--- src/rtl/cond_exec_unit_pkg.sv ---
// Shared constants and types for the conditional-execution unit.
// Holds condition codes, flag bit positions, widths and FSM encoding.
package cond_exec_unit_pkg;

  localparam int STAT_W = 4;
  localparam int COND_W = 4;

  localparam int FLAG_Z = 3;
  localparam int FLAG_C = 2;
  localparam int FLAG_N = 1;
  localparam int FLAG_V = 0;

  localparam logic [COND_W-1:0] CC_EQ = 4'b0000;
  localparam logic [COND_W-1:0] CC_NE = 4'b0001;
  localparam logic [COND_W-1:0] CC_CS = 4'b0010;
  localparam logic [COND_W-1:0] CC_CC = 4'b0011;
  localparam logic [COND_W-1:0] CC_MI = 4'b0100;
  localparam logic [COND_W-1:0] CC_PL = 4'b0101;
  localparam logic [COND_W-1:0] CC_VS = 4'b0110;
  localparam logic [COND_W-1:0] CC_VC = 4'b0111;
  localparam logic [COND_W-1:0] CC_HI = 4'b1000;
  localparam logic [COND_W-1:0] CC_LS = 4'b1001;
  localparam logic [COND_W-1:0] CC_GE = 4'b1010;
  localparam logic [COND_W-1:0] CC_LT = 4'b1011;
  localparam logic [COND_W-1:0] CC_GT = 4'b1100;
  localparam logic [COND_W-1:0] CC_LE = 4'b1101;
  localparam logic [COND_W-1:0] CC_AL = 4'b1110;
  localparam logic [COND_W-1:0] CC_NV = 4'b1111;

  typedef enum logic {
    ST_IDLE   = 1'b0,
    ST_ACTIVE = 1'b1
  } it_state_e;

endpackage

--- src/rtl/cond_exec_unit_cond_eval.sv ---
// Single-channel condition evaluator.
// Maps a 4-bit condition code and {Z,C,N,V} flags to pass/fail.
module cond_eval
  import cond_exec_unit_pkg::*;
(
  input  logic [COND_W-1:0] cond,
  input  logic [STAT_W-1:0] flags,
  output logic              result
);

  logic z;
  logic c;
  logic n;
  logic v;

  assign z = flags[FLAG_Z];
  assign c = flags[FLAG_C];
  assign n = flags[FLAG_N];
  assign v = flags[FLAG_V];

  // Decode the condition code against the flags
  always_comb begin
    result = 1'b0;
    unique case (cond)
      CC_EQ: result = z;
      CC_NE: result = !z;
      CC_CS: result = c;
      CC_CC: result = !c;
      CC_MI: result = n;
      CC_PL: result = !n;
      CC_VS: result = v;
      CC_VC: result = !v;
      CC_HI: result = c && !z;
      CC_LS: result = !c || z;
      CC_GE: result = (n == v);
      CC_LT: result = (n != v);
      CC_GT: result = !z && (n == v);
      CC_LE: result = z || (n != v);
      CC_AL: result = 1'b1;
      CC_NV: result = 1'b0;
    endcase
  end

endmodule

--- src/rtl/cond_exec_unit.sv ---
// Conditional-execution unit: status register, per-channel evaluation
// and a predicated-block sequencer that overrides channel 0.
module cond_exec_unit
  import cond_exec_unit_pkg::*;
#(
  parameter int NUM_CH = 2,
  parameter int MAX_IT = 4,
  parameter int BYPASS = 1,
  localparam int LEN_W = $clog2(MAX_IT + 1)
) (
  input  logic                       clk,
  input  logic                       rst,
  input  logic                       stat_wr_en,
  input  logic [STAT_W-1:0]          stat_in,
  output logic [STAT_W-1:0]          stat_reg,
  input  logic [COND_W*NUM_CH-1:0]   cond_in,
  output logic [NUM_CH-1:0]          cond_state,
  input  logic                       inst_adv,
  input  logic                       it_start,
  input  logic [COND_W-1:0]          it_cond,
  input  logic [LEN_W-1:0]           it_len,
  input  logic [MAX_IT-1:0]          it_else,
  input  logic                       flush,
  output logic                       it_active,
  output logic                       it_err
);

  it_state_e         state_q, state_d;
  logic [LEN_W-1:0]  idx_q, idx_d;
  logic [LEN_W-1:0]  len_q, len_d;
  logic [COND_W-1:0] cond_q, cond_d;
  logic [MAX_IT-1:0] else_q, else_d;
  logic [STAT_W-1:0] stat_q, stat_d;
  logic              err_q, err_d;
  logic              active_q, active_d;

  logic [STAT_W-1:0] eval_flags;
  logic [COND_W-1:0] eff_cond [NUM_CH];
  logic              else_bit;
  logic              len_ok;
  logic              last_slot;

  assign stat_reg  = stat_q;
  assign it_active = active_q;
  assign it_err    = err_q;

  assign len_ok = (it_len != '0) &&
                  (it_len <= LEN_W'(MAX_IT));
  assign last_slot = (idx_q == len_q - LEN_W'(1));

  // A status write in the same cycle may be forwarded to evaluation
  always_comb begin
    eval_flags = stat_q;
    if ((BYPASS != 0) && stat_wr_en) begin
      eval_flags = stat_in;
    end
  end

  // Select the else bit of the current slot
  always_comb begin
    else_bit = 1'b0;
    for (int i = 0; i < MAX_IT; i++) begin
      if (idx_q == LEN_W'(i)) begin
        else_bit = else_q[i];
      end
    end
  end

  // Channel 0 follows the block condition while a block is active
  always_comb begin
    for (int k = 0; k < NUM_CH; k++) begin
      eff_cond[k] = cond_in[COND_W*k +: COND_W];
    end
    if (state_q == ST_ACTIVE) begin
      eff_cond[0] = {cond_q[COND_W-1:1],
                     cond_q[0] ^ else_bit};
    end
  end

  for (genvar k = 0; k < NUM_CH; k++) begin : g_ch
    cond_eval u_eval (
      .cond   (eff_cond[k]),
      .flags  (eval_flags),
      .result (cond_state[k])
    );
  end

  // Status register next value; flush does not touch it
  always_comb begin
    stat_d = stat_q;
    if (stat_wr_en) begin
      stat_d = stat_in;
    end
  end

  // Block sequencer next state; flush wins over start and advance
  always_comb begin
    state_d = state_q;
    idx_d   = idx_q;
    len_d   = len_q;
    cond_d  = cond_q;
    else_d  = else_q;
    err_d   = 1'b0;
    if (flush) begin
      state_d = ST_IDLE;
      idx_d   = '0;
    end else begin
      unique case (1'b1)
        (state_q == ST_IDLE): begin
          if (it_start) begin
            if (len_ok) begin
              state_d = ST_ACTIVE;
              idx_d   = '0;
              len_d   = it_len;
              cond_d  = it_cond;
              else_d  = it_else;
            end else begin
              err_d = 1'b1;
            end
          end
        end
        (state_q == ST_ACTIVE): begin
          if (it_start) begin
            err_d = 1'b1;
          end
          if (inst_adv) begin
            if (last_slot) begin
              state_d = ST_IDLE;
              idx_d   = '0;
            end else begin
              idx_d = idx_q + LEN_W'(1);
            end
          end
        end
        default: begin
          state_d = ST_IDLE;
        end
      endcase
    end
    active_d = (state_d == ST_ACTIVE);
  end

  // All state and registered outputs
  always_ff @(posedge clk or posedge rst) begin
    if (rst) begin
      state_q  <= ST_IDLE;
      idx_q    <= '0;
      len_q    <= '0;
      cond_q   <= '0;
      else_q   <= '0;
      stat_q   <= '0;
      err_q    <= 1'b0;
      active_q <= 1'b0;
    end else begin
      state_q  <= state_d;
      idx_q    <= idx_d;
      len_q    <= len_d;
      cond_q   <= cond_d;
      else_q   <= else_d;
      stat_q   <= stat_d;
      err_q    <= err_d;
      active_q <= active_d;
    end
  end

endmodule

--- config.mk ---
export PLATFORM = sky130hd
export DESIGN_NAME = cond_exec_unit
export DESIGN_NICKNAME = d
export VERILOG_FILES = /design/src/rtl/cond_exec_unit_pkg.sv /design/src/rtl/cond_exec_unit_cond_eval.sv /design/src/rtl/cond_exec_unit.sv
export SDC_FILE = /design/constraint.sdc
export NUM_CORES = 1
export LEC_CHECK = 0
export CORE_UTILIZATION = 35
export CTS_CLUSTER_SIZE = 30
export DETAILED_ROUTE_END_ITERATION = 12
export PLACE_DENSITY = 0.65
export SLEW_MARGIN = 20
export SYNTH_ARGS = -nofsm -noshare
export SYNTH_HDL_FRONTEND = slang
export SYNTH_SLANG_ARGS = --single-unit
--- constraint.sdc ---
create_clock -name clk -period 2.2 [get_ports clk]
set_clock_uncertainty 0.15 [all_clocks]
set_input_delay 0.22 -clock clk [delete_from_list [all_inputs] [get_ports clk]]
set_output_delay 0.22 -clock clk [all_outputs]
set_load 0.05 [all_outputs]
==> results.sh <==
export IMPL_maxCapViolCount=0
export IMPL_power_density_nw_per_um2=699.5
export IMPL_post_route_drc_count=0
export IMPL_power_leakage_nw=0.8594
export IMPL_worstMarginPinSlew_ns=0.6306
export IMPL_drtIter0Drc=21
export IMPL_mostFrequentLayoutCells="33 x clkdlybuf4s50_1, 18 x buf_4, 16 x dfrtp_1, 11 x mux2_1, 10 x inv_1"
export IMPL_dpl_cell_area_um2=1829
export IMPL_synth_warnings=0
export IMPL_yosysTopAreaCell="dfrtp_1"
export IMPL_wl_met1_um=1261
export IMPL_peakVddDrop_v=0.0004869
export IMPL_ant_nets=0
export IMPL_cts_made_buffers=3
export IMPL_cts_tree="yes"
export IMPL_post_place_ws_ns=-0.3765
export IMPL_endpoint_kind="primary output"
export IMPL_io_pins=37
export IMPL_fill_cells=278
export IMPL_dp_cells=211
export IMPL_cts_root_buf="clkbuf_8"
export IMPL_layout_commonest_cell="clkdlybuf4s50_1"
export IMPL_clkSinkCount=20
export IMPL_syn_avg_cell_area_um2=10.96
export IMPL_post_route_util_pct=59.94
export IMPL_clk_pin_slew_ns=0.08
export IMPL_synthArstFlopShare_pct=100.0
export IMPL_crit_type="register to primary output"
export IMPL_synth_area_leaders="dfrtp_1 38%, mux2_1 9.5%, ha_1 5.8%"
export IMPL_dp_hpwl_um=2194
export IMPL_fmax_mhz=392.0
export IMPL_ctsHoldBuffers=0
export IMPL_fp_dieArea_um2=3973
export IMPL_route_met3_wl_um=100
export IMPL_rsz0062_at_grt="yes"
export IMPL_worstRegToRegCells=3
export IMPL_p_switching_mw=0.4506
export IMPL_cts_buffer_depth=2
export IMPL_grt_pass1_vias=1145
export IMPL_period_needed_ns=2.551
export IMPL_met2WireLength_um=1585
export IMPL_grtUsageTotal_pct=15.77
export IMPL_fin_cells=218
export IMPL_slew_viol_final=0
export IMPL_p_clk_share_pct=25.5
export IMPL_finalHoldViolations=0
export IMPL_vias_per_cell=4.862
export IMPL_failed_checks="setup timing"
export IMPL_ys_seq_area_share_pct=38.39
export IMPL_ys_seq_elements=20
export IMPL_path_max_fanout=4
export IMPL_p_seq_share_pct=33.8
export IMPL_hold_path_class="input pin to asynchronous set/reset pin"
export IMPL_finalInstanceArea_um2=2063
export IMPL_clkLatencyLatePin_ns=0.26
export IMPL_outcome="complete, but fails checks"
export IMPL_start_util_pct=37.88
export IMPL_syn_num_nets=154
export IMPL_synth_edff_count=0
export IMPL_grt_pass1_wl_um=4919
export IMPL_place_congestion=0.7918
export IMPL_arrival_ns=2.18
export IMPL_area_growth_pct=58.25
export IMPL_vias=1060
export IMPL_netlist_area_um2=1304
export IMPL_routed_wl_um=2971
export IMPL_overflow=0
export IMPL_switching_share_pct=31.22
export IMPL_final_nets=208
export IMPL_die_width_um=63.03
export IMPL_drive_above_1_share_pct=33.14
export IMPL_die_height_um=63.03
export IMPL_combPwrFrac_pct=40.6
export IMPL_htreeDepth=1
export IMPL_fin_crit_sh_pct=115.9
export IMPL_dr_pass1_iters=4
export IMPL_fin_ws_ns=-0.3507
export IMPL_core_um2=3442
export IMPL_highest_layer="met4"
export IMPL_setup_viol=2
export IMPL_post_drt_wl_per_cell_um=13.63
export IMPL_ys_dominant_reg_cell="dfrtp_1"
export IMPL_fp_row_count=21
export IMPL_grt_max_degree=14
export IMPL_max_slew_margin_pct=57.82
export IMPL_synth_cells=119
export IMPL_synth_cell_types=36
export IMPL_cp_required_ns=1.83
export IMPL_synth_top_area_share_pct=38.39
export IMPL_antenna_found_initial=0
export IMPL_p_int_mw=0.9927
export IMPL_cp_start_kind="register"
export IMPL_num_antenna_cells=0
export IMPL_numPortBuffers=36
[what timing repair did]
item | CTS | global route
resized for setup | 22 | 12
setup buffers | 2 | 1
setup endpoints to repair | 2 | 11
endpoints found under the hold margin | 0 | 0
pin swaps | 10 | 7
[metrics by stage]
step / setup TNS, ns / total power [mW] / hold slack (ns)
finish: -0.4251 / 1.443 / 0.08234
CTS: -0.5264 / 1.440 / 0.09518
detailed placement: -2.374 / 1.005 / 0.3289
floorplan: -0.1037 / 0.8134 / 0.03369
global route: -0.6241 / 1.521 / 0.1297
global placement: -1.964 / 0.9885 / 0.3163
[worst max-delay path: stages, from the launching register on]
cell and delay [ns]:
dfrtp_2 0.41, inv_2 0.07, ha_4 0.17, nand3b_1 0.20, a2111oi_4 0.42, or3_4 0.20, a31oi_4 0.08, xnor2_2 0.18
clkbuf_16 0.20
[kinds of logic (layout without fill, tap and decap cells)]
| group | count (synthesis) | in the layout | share of synthesized area (%) |
|---|---|---|---|
| simple gates | 26 | 26 | 10.75 |
| mux | 23 | 23 | 22.65 |
| flops | 20 | 20 | 38.39 |
| compound gates | 17 | 17 | 9.500 |
| buf+inv | 17 | 70 | 6.237 |
| xor+xnor | 10 | 10 | 6.718 |
| fa+ha+maj | 6 | 6 | 5.758 |
[per-layer routing]
metal  GRT usage, %  vias to the layer above
li1               -                      520
met1          17.18                      512
met2          29.17                       24
met3          2.372                        4
met4          7.849                        0
met5              0                        -
[area by class of cell]
class	count	area [um^2]	share of cell area [%]
multi-input cells	82	864.6	41.90
repair buffers	54	519.2	25.17
flip-flops and latches	20	505.5	24.50
well taps	46	57.56	2.790
inverters	12	45.04	2.183
clock buffers	3	41.29	2.001
clock inverters	1	30.03	1.455
[final timing paths]
kind	from	to	slack, ns
max	idx_q[1]	cond_state[0]	-0.35
min	rst	stat_reg[0]	0.08
max reg2reg	it_active	else_q[1]	0.33
min reg2reg	else_q[3]	else_q[3]	0.34
max in group asynchronous	rst	idx_q[0]	1.31
min in group clk	else_q[3]	else_q[3]	0.34
[synthesized netlist by cell type, drive strengths merged, types with 3 or more instances]
| cell type | instances |
|---|---|
| buf | 5 |
| ha | 6 |
| o21ai | 4 |
| inv | 12 |
| nor2 | 5 |
| a21oi | 3 |
| nand3 | 3 |
| mux2 | 13 |
| nand2 | 8 |
| xor2 | 7 |
| xnor2 | 3 |
| mux2i | 8 |
| dfrtp | 20 |
[power by group through the flow]
stage                     Clock, mW  Sequential [mW]  Combinational, mW
after CTS                     0.377            0.483              0.581
final                         0.368            0.488              0.587
after detailed placement          0            0.487              0.518
after global placement            0            0.483              0.505
after floorplan                   0            0.512              0.301
after global routing          0.393            0.498              0.630
(Power assumes the default switching activity.)
